[src/rtl/bip_tx_sequencer.sv]
// BIP run/report controller: gates the CPU clock-enable, counts enabled cycles and,
// on halt, streams {acc, pc, cycles} to the UART. Optional XOR checksum byte: BIP_TX_CHECKSUM_EN.
module bip_tx_sequencer #(
  parameter int NB_DATA   = 16,
  parameter int NB_PC     = 11,
  parameter int NB_BYTE   = 8,
  parameter int NB_CYCLES = 32
) (
  input  logic               i_clk,
  input  logic               i_reset,
  input  logic               i_valid,
  input  logic               i_halt,
  input  logic [NB_DATA-1:0] i_acc,
  input  logic [NB_PC-1:0]   i_pc,
  input  logic               i_tx_done,
  output logic               o_cpu_en,
  output logic               o_tx_start,
  output logic [NB_BYTE-1:0] o_tx_data,
  output logic               o_done
);

  localparam int NB_FRAME = 2 * NB_DATA + NB_CYCLES;
  localparam int NB_IDX   = 4;
`ifdef BIP_TX_CHECKSUM_EN
  localparam logic [NB_IDX-1:0] LAST_IDX = 4'd8;
`else
  localparam logic [NB_IDX-1:0] LAST_IDX = 4'd7;
`endif
  localparam logic [NB_CYCLES-1:0] CYC_ONE = {{(NB_CYCLES-1){1'b0}}, 1'b1};
  localparam logic [NB_IDX-1:0]    IDX_ONE = {{(NB_IDX-1){1'b0}}, 1'b1};

  typedef enum logic [2:0] {
    S_IDLE,
    S_RUN,
    S_LOAD,
    S_SEND,
    S_WAIT,
    S_DONE
  } state_t;

  state_t                state_q, state_d;
  logic                  cpu_en_q, cpu_en_d;
  logic                  tx_start_q, tx_start_d;
  logic [NB_BYTE-1:0]    tx_data_q, tx_data_d;
  logic                  done_q, done_d;
  logic [NB_CYCLES-1:0]  cycles_q, cycles_d;
  logic [NB_IDX-1:0]     idx_q, idx_d;
  logic [NB_FRAME-1:0]   frame_q, frame_d;
`ifdef BIP_TX_CHECKSUM_EN
  logic [NB_BYTE-1:0]    csum_q, csum_d;
`endif

  function automatic logic [NB_CYCLES-1:0] sat_inc(input logic [NB_CYCLES-1:0] v);
    return (&v) ? v : v + CYC_ONE;
  endfunction

  // Byte 0 is the most significant byte of the frame.
  function automatic logic [NB_BYTE-1:0] frame_byte(input logic [NB_FRAME-1:0] f,
                                                    input logic [2:0]          i);
    logic [5:0] base;
    base = {~i, 3'b000};
    return f[base +: NB_BYTE];
  endfunction

  always_comb begin
    state_d    = state_q;
    cpu_en_d   = 1'b0;
    tx_start_d = 1'b0;
    tx_data_d  = tx_data_q;
    done_d     = done_q;
    cycles_d   = cycles_q;
    idx_d      = idx_q;
    frame_d    = frame_q;
`ifdef BIP_TX_CHECKSUM_EN
    csum_d     = csum_q;
`endif
    if (cpu_en_q) cycles_d = sat_inc(cycles_q);

    case (state_q)
      S_IDLE: begin
        if (i_valid) state_d = S_RUN;
      end
      S_RUN: begin
        // Halt only counts when the CPU actually executed this cycle; the
        // latched count therefore includes the halt cycle itself.
        if (cpu_en_q && i_halt) begin
          frame_d = {i_acc, {(NB_DATA-NB_PC){1'b0}}, i_pc, cycles_d};
          idx_d   = '0;
          state_d = S_LOAD;
`ifdef BIP_TX_CHECKSUM_EN
          csum_d  = '0;
`endif
        end else begin
          cpu_en_d = i_valid;
        end
      end
      S_LOAD: begin
`ifdef BIP_TX_CHECKSUM_EN
        if (idx_q == LAST_IDX) begin
          tx_data_d = csum_q;
        end else begin
          tx_data_d = frame_byte(frame_q, idx_q[2:0]);
          csum_d    = csum_q ^ tx_data_d;
        end
`else
        tx_data_d = frame_byte(frame_q, idx_q[2:0]);
`endif
        state_d = S_SEND;
      end
      S_SEND: begin
        tx_start_d = 1'b1;
        state_d    = S_WAIT;
      end
      S_WAIT: begin
        if (i_tx_done) begin
          if (idx_q == LAST_IDX) begin
            done_d  = 1'b1;
            state_d = S_DONE;
          end else begin
            idx_d   = idx_q + IDX_ONE;
            state_d = S_LOAD;
          end
        end
      end
      S_DONE: begin
        done_d = 1'b1;
      end
      default: begin
        state_d = S_IDLE;
      end
    endcase
  end

  always_ff @(posedge i_clk) begin
    if (i_reset) begin
      state_q    <= S_IDLE;
      cpu_en_q   <= 1'b0;
      tx_start_q <= 1'b0;
      tx_data_q  <= '0;
      done_q     <= 1'b0;
      cycles_q   <= '0;
      idx_q      <= '0;
`ifdef BIP_TX_CHECKSUM_EN
      csum_q     <= '0;
`endif
    end else begin
      state_q    <= state_d;
      cpu_en_q   <= cpu_en_d;
      tx_start_q <= tx_start_d;
      tx_data_q  <= tx_data_d;
      done_q     <= done_d;
      cycles_q   <= cycles_d;
      idx_q      <= idx_d;
`ifdef BIP_TX_CHECKSUM_EN
      csum_q     <= csum_d;
`endif
    end
  end

  // The snapshot is only meaningful once written on halt, so it needs no reset.
  always_ff @(posedge i_clk) begin
    frame_q <= frame_d;
  end

  assign o_cpu_en   = cpu_en_q;
  assign o_tx_start = tx_start_q;
  assign o_tx_data  = tx_data_q;
  assign o_done     = done_q;

endmodule
[config.mk]
export PLATFORM = sky130hd
export DESIGN_NAME = bip_tx_sequencer
export DESIGN_NICKNAME = d
export VERILOG_FILES = /design/src/rtl/bip_tx_sequencer.sv
export SDC_FILE = /design/constraint.sdc
export NUM_CORES = 1
export LEC_CHECK = 0
export ABC_AREA = 1
export CAP_MARGIN = 10
export CORE_ASPECT_RATIO = 0.6
export CORE_MARGIN = 10
export CORE_UTILIZATION = 52
export CTS_CLUSTER_SIZE = 12
export DETAILED_ROUTE_END_ITERATION = 10
export PLACE_DENSITY_LB_ADDON = 0.3
export SLEW_MARGIN = 20
export SYNTH_ARGS = -nofsm -noshare
export SYNTH_HDL_FRONTEND = slang
export SYNTH_SLANG_ARGS = --single-unit
export TNS_END_PERCENT = 1
[constraint.sdc]
create_clock -name i_clk -period 4.3 [get_ports i_clk]
set_input_delay 1.075 -clock i_clk [delete_from_list [all_inputs] [get_ports i_clk]]
set_output_delay 1.075 -clock i_clk [all_outputs]
set_load 0.005 [all_outputs]
==> qor.yml <==
sta:
  fmaxAchievable_mhz: 374
  setup_viol: 0
  worst_pin_slew_ps: 879
  setup_ws_ps: 1620
  skew_ps: 7.83
  drv_slew: 0
  rsz0062_at_grt: "false"
  finalCriticalPeriod_ps: 2680
  finalHoldViolations: 0
  slew_headroom_pct: 41.3
  fin_tns_setup_ps: 0
  finalCritPeriodShare_pct: 62.2
logic_synthesis:
  ys_ff_latch: 109
  yosysWarnings: 0
  synth_seq_area_share_pct: 53.6
  syn_area_mm2: 0.00518
  yosys.area.top_type: "edfxtp_1"
  synth.distinct_cells: 26
  yosysTopAreaCellShare_pct: 34.2
  syn_inst: 643
  synth.avg_cell_area_um2: 8.05
  ys_top_cells_by_area: "edfxtp_1 (34%), dfxtp_1 (19%), nand2_1 (12%), nor2_1 (7.8%), inv_1 (5.2%)"
  synth_nets: 677
cts:
  cts.path.max_buffers: 2
  cts-root-buf: "clkbuf_16"
  cts.sinks: 109
  numCtsBuffers: 9
  htree_levels: 3
  tritoncts: "yes"
  postCtsResizedCells: 0
  cts.clk_slew.worst_paths_ps: 70
  clock_latency_ps: 350
  post_cts_buffers: 0
  hold_buffers: 0
finish:
  diodes: 0
  nets: 714
  drive_gt1_share_pct: 5.11
  n_fill_cell: 829
  seq_area_mm2: 0.00277
  multi_input_area_mm2: 0.00203
  syn_to_final_growth_pct: 16.4
  layout.cells.non_filler: 820
power:
  netSwitchingPower_uw: 674
  pwr-share-clk_pct: 35.5
  power.density_mw_per_mm2: 411
  power_frac_seq_pct: 48.2
  vdd_drop_max_v: 0.000356
  power.leakage_nw: 2.32
  internal-power_mw: 1.80
  p_sw_share_pct: 27.2
  p_comb_share_pct: 16.3
global_route:
  gr-usage-all-layers_pct: 18.7
  antenna_found_initial: 0
  global_route.overflow_total: 0
  use_met1_pct: 27.3
  use_met3_pct: 5.35
  grt_pass1_wl_um: 21900
  grt.busiest_layer: "met1"
  grt_pass1_vias: 4238
  grt_max_degree: 47
  use_met2_pct: 26.5
detailed_routing:
  ant_nets: 0
  drt_iter0_drc: 562
  wirelength_um: 13200
  drt-wirelength-per-cell_um: 16.1
  viasPerCell: 5.49
  drtPass1Iterations: 7
  dr_total_vias: 4505
  drc: 0
place:
  dp_hpwl_um: 9760
  place_inst: 804
  io_buffers: 42
  place.gp.congestion: 0.933
  pre_cts_slack_ps: 1300
floorplan:
  core_area_mm2: 0.00977
  die_area_mm2: 0.0145
  chipHeight_um: 97.3
  start_util_pct: 53.0
  pin_count: 43
  num_rows: 28
  dieWidth_um: 149
critical_path:
  cp_max_fo: 14
  cp_slowest_stage_delay_ps: 640
  slowest_stage: "dfxtp_1"
  cp.buffers_inverters: 1
  path_class: "register to output pin"
  end_kind: "output pin"
  required_ps: 3220
  critPathArrivalTime_ps: 1600
  crit_path_cell_trace: "clkdlybuf4s50_1"
  critical_path.startpoint_type: "register"
  cpLargestDelayFamily: "flip-flops"
hold_path:
  hold_path.class: "register to register"
job:
  cap_violations: 0
status:
  status: "finished clean"
## layer usage
metal / vias up / routed length, µm
met5: - / 0
met4: 0 / 142
met3: 16 / 1330
met2: 208 / 5470
met1: 2097 / 6290
li1: 2184 / -
## power groups by stage
stage / logic, mW / registers, mW / clock network [mW]
2_1_floorplan: 0.268 / 1.19 / 0
3_3_place_gp: 0.389 / 1.21 / 0
3_5_place_dp: 0.402 / 1.22 / 0
4_1_cts: 0.403 / 1.19 / 0.884
5_1_grt: 0.460 / 1.20 / 0.934
6_report: 0.404 / 1.19 / 0.879
## cell usage after synthesis
master / instances
a21oi_1: 25
a21oi_2: 2
and2_1: 1
buf_1: 2
buf_2: 5
buf_6: 3
clkbuf_1: 9
clkinv_1: 2
dfxtp_1: 50
edfxtp_1: 59
ha_1: 2
inv_1: 72
nand2_1: 161
nand2_2: 4
nand3_1: 43
nand3_2: 1
nand3b_1: 10
nand4_1: 19
nor2_1: 107
nor2_2: 7
nor2_4: 1
nor3_1: 6
nor3_2: 1
o211ai_1: 16
o21ai_0: 32
xnor2_1: 3
## layout by cell type (no fill, tap or decap), types with 7 or more instances in the layout
| master | instances |
|---|---|
| o211ai_1 | 16 |
| nor2_2 | 7 |
| dfxtp_1 | 50 |
| a21oi_1 | 25 |
| o21ai_0 | 32 |
| nand3_1 | 43 |
| nor2_1 | 106 |
| nand4_1 | 19 |
| clkbuf_16 | 9 |
| nand2_1 | 161 |
| inv_1 | 72 |
| clkdlybuf4s50_1 | 42 |
| edfxtp_1 | 59 |
| nand3b_1 | 10 |
## flip-flops by register name, summed over array words and instances, names as in the netlist
| signal | count |
|---|---|
| state_q | 3 |
| o_tx_start | 1 |
| o_cpu_en | 1 |
| o_tx_data | 8 |
| cycles_q | 32 |
| idx_q | 4 |
| frame_q | 59 |
| o_done | 1 |
## layout make-up
type / instances / share of cell area (%)
Timing Repair Buffer: 45 / 7.56
Inverter: 74 / 4.61
Clock buffer: 9 / 3.74
Clock inverter: 7 / 1.50
Tap cell: 135 / 2.80
Multi-Input combinational cell: 441 / 33.8
Sequential cell: 109 / 46.0
## metrics by stage
step                power (mW)  util (%)  cell area [µm²]  hold slack (ps)
floorplan                 1.46         -             5180              447
finish                    2.48      61.6             6020              463
global placement          1.60      58.4             5710              456
detailed placement        1.62      58.4             5710              459
CTS                       2.48      61.6             6020              470
global route              2.59      61.6             6020              492
## path summary, 6_finish.rpt
path | start | end | slack, ps | depth (start not counted)
hold reg to reg | o_done | o_done | 460 | 2
setup / recovery | o_cpu_en | o_cpu_en | 1620 | 1
hold / removal | o_done | o_done | 460 | 2
setup reg to reg | o_cpu_en | frame_q[20] | 1920 | 7
## kinds of logic (layout without fill, tap and decap cells)
group	Yosys count	in the layout	synth area share, %
AO/OA/AOI/OAI	75	75	8.17
XOR/XNOR	3	3	0.508
adder cells (fa/ha/maj)	2	2	0.483
buffers and inverters	93	135	7.30
flip-flops	109	109	53.6
AND/OR/NAND/NOR	361	361	30.0
Note: power is estimated with default switching activity, not from simulation.
==> RTL edit 1: new RTL, config.mk and constraints unchanged <==
Set the parameter `NB_PC` to 13 (it was 11).
--- a/src/rtl/bip_tx_sequencer.sv
+++ b/src/rtl/bip_tx_sequencer.sv
@@ -2,7 +2,7 @@
 // on halt, streams {acc, pc, cycles} to the UART. Optional XOR checksum byte: BIP_TX_CHECKSUM_EN.
 module bip_tx_sequencer #(
   parameter int NB_DATA   = 16,
-  parameter int NB_PC     = 11,
+  parameter int NB_PC     = 13,
   parameter int NB_BYTE   = 8,
   parameter int NB_CYCLES = 32
 ) (
Ports: changed (resized i_pc); port bits go from 43 to 45. No check against the original RTL was run, so the function may have changed too.
==> RTL edit 1 against the original RTL <==
- via count grew 2.1%
- non-clock buffer count grew 3
- fmax fell by 2.6%
- area after synthesis increased by 6.1%
- sequential cell count grew 2
- combinational power grew 6.2%
- critical path depth stayed put
- wire length is 3.9% higher
- cell area rose by 4.7%
- setup slack got worse by 72 ps
- power about the same
==> RTL edit 1: results <==
{
  "crit_arrival_ps": 1670,
  "synth_fa_ha_area_frac": 0.00456,
  "gp_congestion": 0.942,
  "dr.pass1.iters": 5,
  "num-multi-input-gates": 453,
  "viasPerCell": 5.35,
  "grt_pass1_vias": 4350,
  "fin_skew_ps": 4.74,
  "p_per_area_mw_per_mm2": 392,
  "met1_usage": 0.250,
  "fin_nets": 756,
  "seq_cells": 111,
  "critPathMaxFanout": 15,
  "antenna_cells": 0,
  "synthXorXnorAreaFrac": 0.00957,
  "ys_seq_area_frac": 0.516,
  "largest_register_ffs": 61,
  "grt_pass1_wl_mm": 22.1,
  "p_clk_uw": 819,
  "peakVddDrop_uv": 296,
  "synth_edf_count": 61,
  "buffers": 48,
  "netlist_top_cells_count": "nand2_1 (176), nor2_1 (105), inv_1 (95), edfxtp_1 (61), dfxtp_1 (50)",
  "core_mm2": 0.0101,
  "power_leakage_uw": 0.00248,
  "synth_compound_area_frac": 0.0722,
  "r2r_slack_ps": 1680,
  "worst_pin_slew_ps": 993,
  "buffer_area_frac": 0.0738,
  "wl_met2_mm": 5.73,
  "clk_share": 0.0458,
  "synthTopCellsByArea": "edfxtp_1 (33%), dfxtp_1 (18%), nand2_1 (12%)",
  "swShare": 0.300,
  "drive_above_1_share": 0.102,
  "synth_top_area_frac": 0.333,
  "seq_power_share": 0.496,
  "cp_slowest_stage_delay_ps": 700,
  "r2r-end": "frame_q[21]",
  "multi_input_area_share": 0.346,
  "wl_met1_mm": 6.49,
  "outcome": "finished, final reports clean",
  "drtIter0Drc": 440,
  "regArea_mm2": 0.00283,
  "nonClockInverterCount": 97,
  "grt_max_degree": 62,
  "final.fill_count": 862,
  "fin_area_mm2": 0.00630,
  "port-buffer-count": 44,
  "met3_usage": 0.0563,
  "use_met2": 0.265,
  "dp.final_hpwl_mm": 10.1,
  "grt_use_total": 0.179,
  "dr_wl_met3_mm": 1.40
}
## RTL edit 1: cell types whose count changed after synthesis, sizes merged, moves of 2 or more
cell | before | now
clkinv | 2 | 0
nor2 | 115 | 125
nand3b | 10 | 1
clkbuf | 9 | 16
nand3 | 44 | 47
nand2 | 165 | 182
edfxtp | 59 | 61
buf | 10 | 7
inv | 72 | 97
a21oi | 27 | 22
xnor2 | 3 | 5
nand4 | 19 | 10
## RTL edit 1: logic make-up after synthesis
family,Yosys count
adder cells (fa/ha/maj),2
AO/OA/AOI/OAI,71
XOR/XNOR,6
flip-flops,111
AND/OR/NAND/NOR,374
buffers and inverters,120
## RTL edit 1: per-stage QoR
stage	hold WS, ps	worst slack [ps]	cells
after floorplan	447	97.7	684
after global placement	438	1500	844
after detailed placement	446	1470	844
after CTS	457	1560	860
after global routing	466	1440	860
final	460	1550	860
## RTL edit 1: tightest hold or removal path: stages (launching register included)
cell and delay, ps:
dfxtp_1 310, inv_1 50, a21oi_1 60
==> RTL edit 2: new RTL, config.mk and constraints unchanged <==
Made on the original files. `tx_data_q` no longer has a reset.
--- a/src/rtl/bip_tx_sequencer.sv
+++ b/src/rtl/bip_tx_sequencer.sv
@@ -136,7 +136,6 @@
       state_q    <= S_IDLE;
       cpu_en_q   <= 1'b0;
       tx_start_q <= 1'b0;
-      tx_data_q  <= '0;
       done_q     <= 1'b0;
       cycles_q   <= '0;
       idx_q      <= '0;
@@ -147,7 +146,6 @@
       state_q    <= state_d;
       cpu_en_q   <= cpu_en_d;
       tx_start_q <= tx_start_d;
-      tx_data_q  <= tx_data_d;
       done_q     <= done_d;
       cycles_q   <= cycles_d;
       idx_q      <= idx_d;
@@ -155,6 +153,10 @@
       csum_q     <= csum_d;
 `endif
     end
+  end
+
+  always_ff @(posedge i_clk) begin
+    tx_data_q <= tx_data_d;
   end
 
   // The snapshot is only meaningful once written on halt, so it needs no reset.
Function: differs if i_reset is asserted again (counterexample within 10 cycles, from zero or initial values and one cycle with i_reset high); with i_reset held inactive, the same outputs for 10 cycles.
==> RTL edit 2 against the original RTL <==
- setup slack got worse by 85 ps
- wire length shrank 0.63%
- area after synthesis up 2.0%
- count of clock-buffer cells in the layout stayed put
- sequential cell count is the same
- worst hold slack got worse by 13 ps
- cell area rose by 1.5%
- fmax fell by 3.1%
- die area rose by 1.6%
- final cell count is 2.6% lower
- largest cell class unchanged
- highest routed layer unchanged
Power is not compared: it rests on default switching activity, and its combinational part moved more than twofold at a synthesized area within 25%.
==> RTL edit 2: results <==
{
  "outcome": "finished, final reports clean",
  "dr.pass1.iters": 5,
  "ys_types": 36,
  "grt_pass1_wl_mm": 21.7,
  "met1_usage": 0.250,
  "use_met2": 0.283,
  "fin_skew_ps": 6.52,
  "largest_register_ffs": 59,
  "met3_usage": 0.0650,
  "syn_area_per_cell_um2": 8.48,
  "antenna_cells": 0,
  "grt_use_total": 0.186,
  "drt-total-wl_mm": 13.2,
  "critPathMaxFanout": 13,
  "ys_seq_area_frac": 0.541,
  "dp.final_hpwl_mm": 9.53,
  "worst_pin_slew_ps": 1080,
  "synthXorXnorAreaFrac": 0.00498,
  "grt_pass1_vias": 4264,
  "cp_slowest_cell": "dfxtp_1",
  "p_sw_uw": 517,
  "netlist_top_cells_count": "nand2_1 (150), nor2_1 (104), inv_1 (71), edfxtp_1 (67), dfxtp_1 (42)",
  "post_cts_buffers": 0,
  "wire_per_inst_um": 16.5,
  "synthTopCellsByArea": "edfxtp_1 (38%), dfxtp_1 (16%), nand2_1 (11%)",
  "syn-num-nets": 656,
  "crit_arrival_ps": 1690,
  "gp_congestion": 0.974,
  "dp_cells": 783,
  "fin_nets": 693,
  "antenna_found_initial": 0,
  "synth_edf_count": 67,
  "drive_above_1_share": 0.0949,
  "place_area_mm2": 0.00580,
  "num_vias": 4437,
  "grt_max_degree": 36,
  "synth_fa_ha_area_frac": 0.00474,
  "cp_slowest_stage_delay_ps": 710,
  "pwr-share-clk": 0.396,
  "p_total_uw": 2170,
  "async_reset_ff_frac": 0,
  "place_ws_ps": 1260,
  "drtIter0Drc": 598,
  "synth_compound_area_frac": 0.0669,
  "comb_power_share": 0.081,
  "top_register": "frame_q"
}
RTL edit 2: metal layers:
layer / vias up / share of wire
li1: 2119 / -
met1: 2114 / 0.45
met2: 195 / 0.44
met3: 9 / 0.10
met4: 0 / 0.0087
met5: - / 0
RTL edit 2: path summary, 6_finish.rpt:
| path | cells past startpoint | end | start | slack (ps) |
|---|---|---|---|---|
| worst min register to register | 2 | o_done | o_done | 450 |
| worst min-delay path | 2 | o_done | o_done | 450 |
| worst max register to register | 7 | frame_q[26] | o_cpu_en | 1960 |
| worst max-delay path | 1 | o_cpu_en | o_cpu_en | 1540 |
RTL edit 2: layout make-up:
class / count / area [um2]
inverter: 73 / 274
timing repair buffer: 45 / 455
multi-input combinational: 421 / 2050
clock inverter: 7 / 82.6
tap: 135 / 169
fill: 824 / 3770
clock buffer: 9 / 225
sequential: 109 / 2850
RTL edit 2: worst min-delay path, cell delays in order, from the launching register on:
cell and delay [ps]:
dfxtp_1 310, inv_1 40, a21oi_1 50
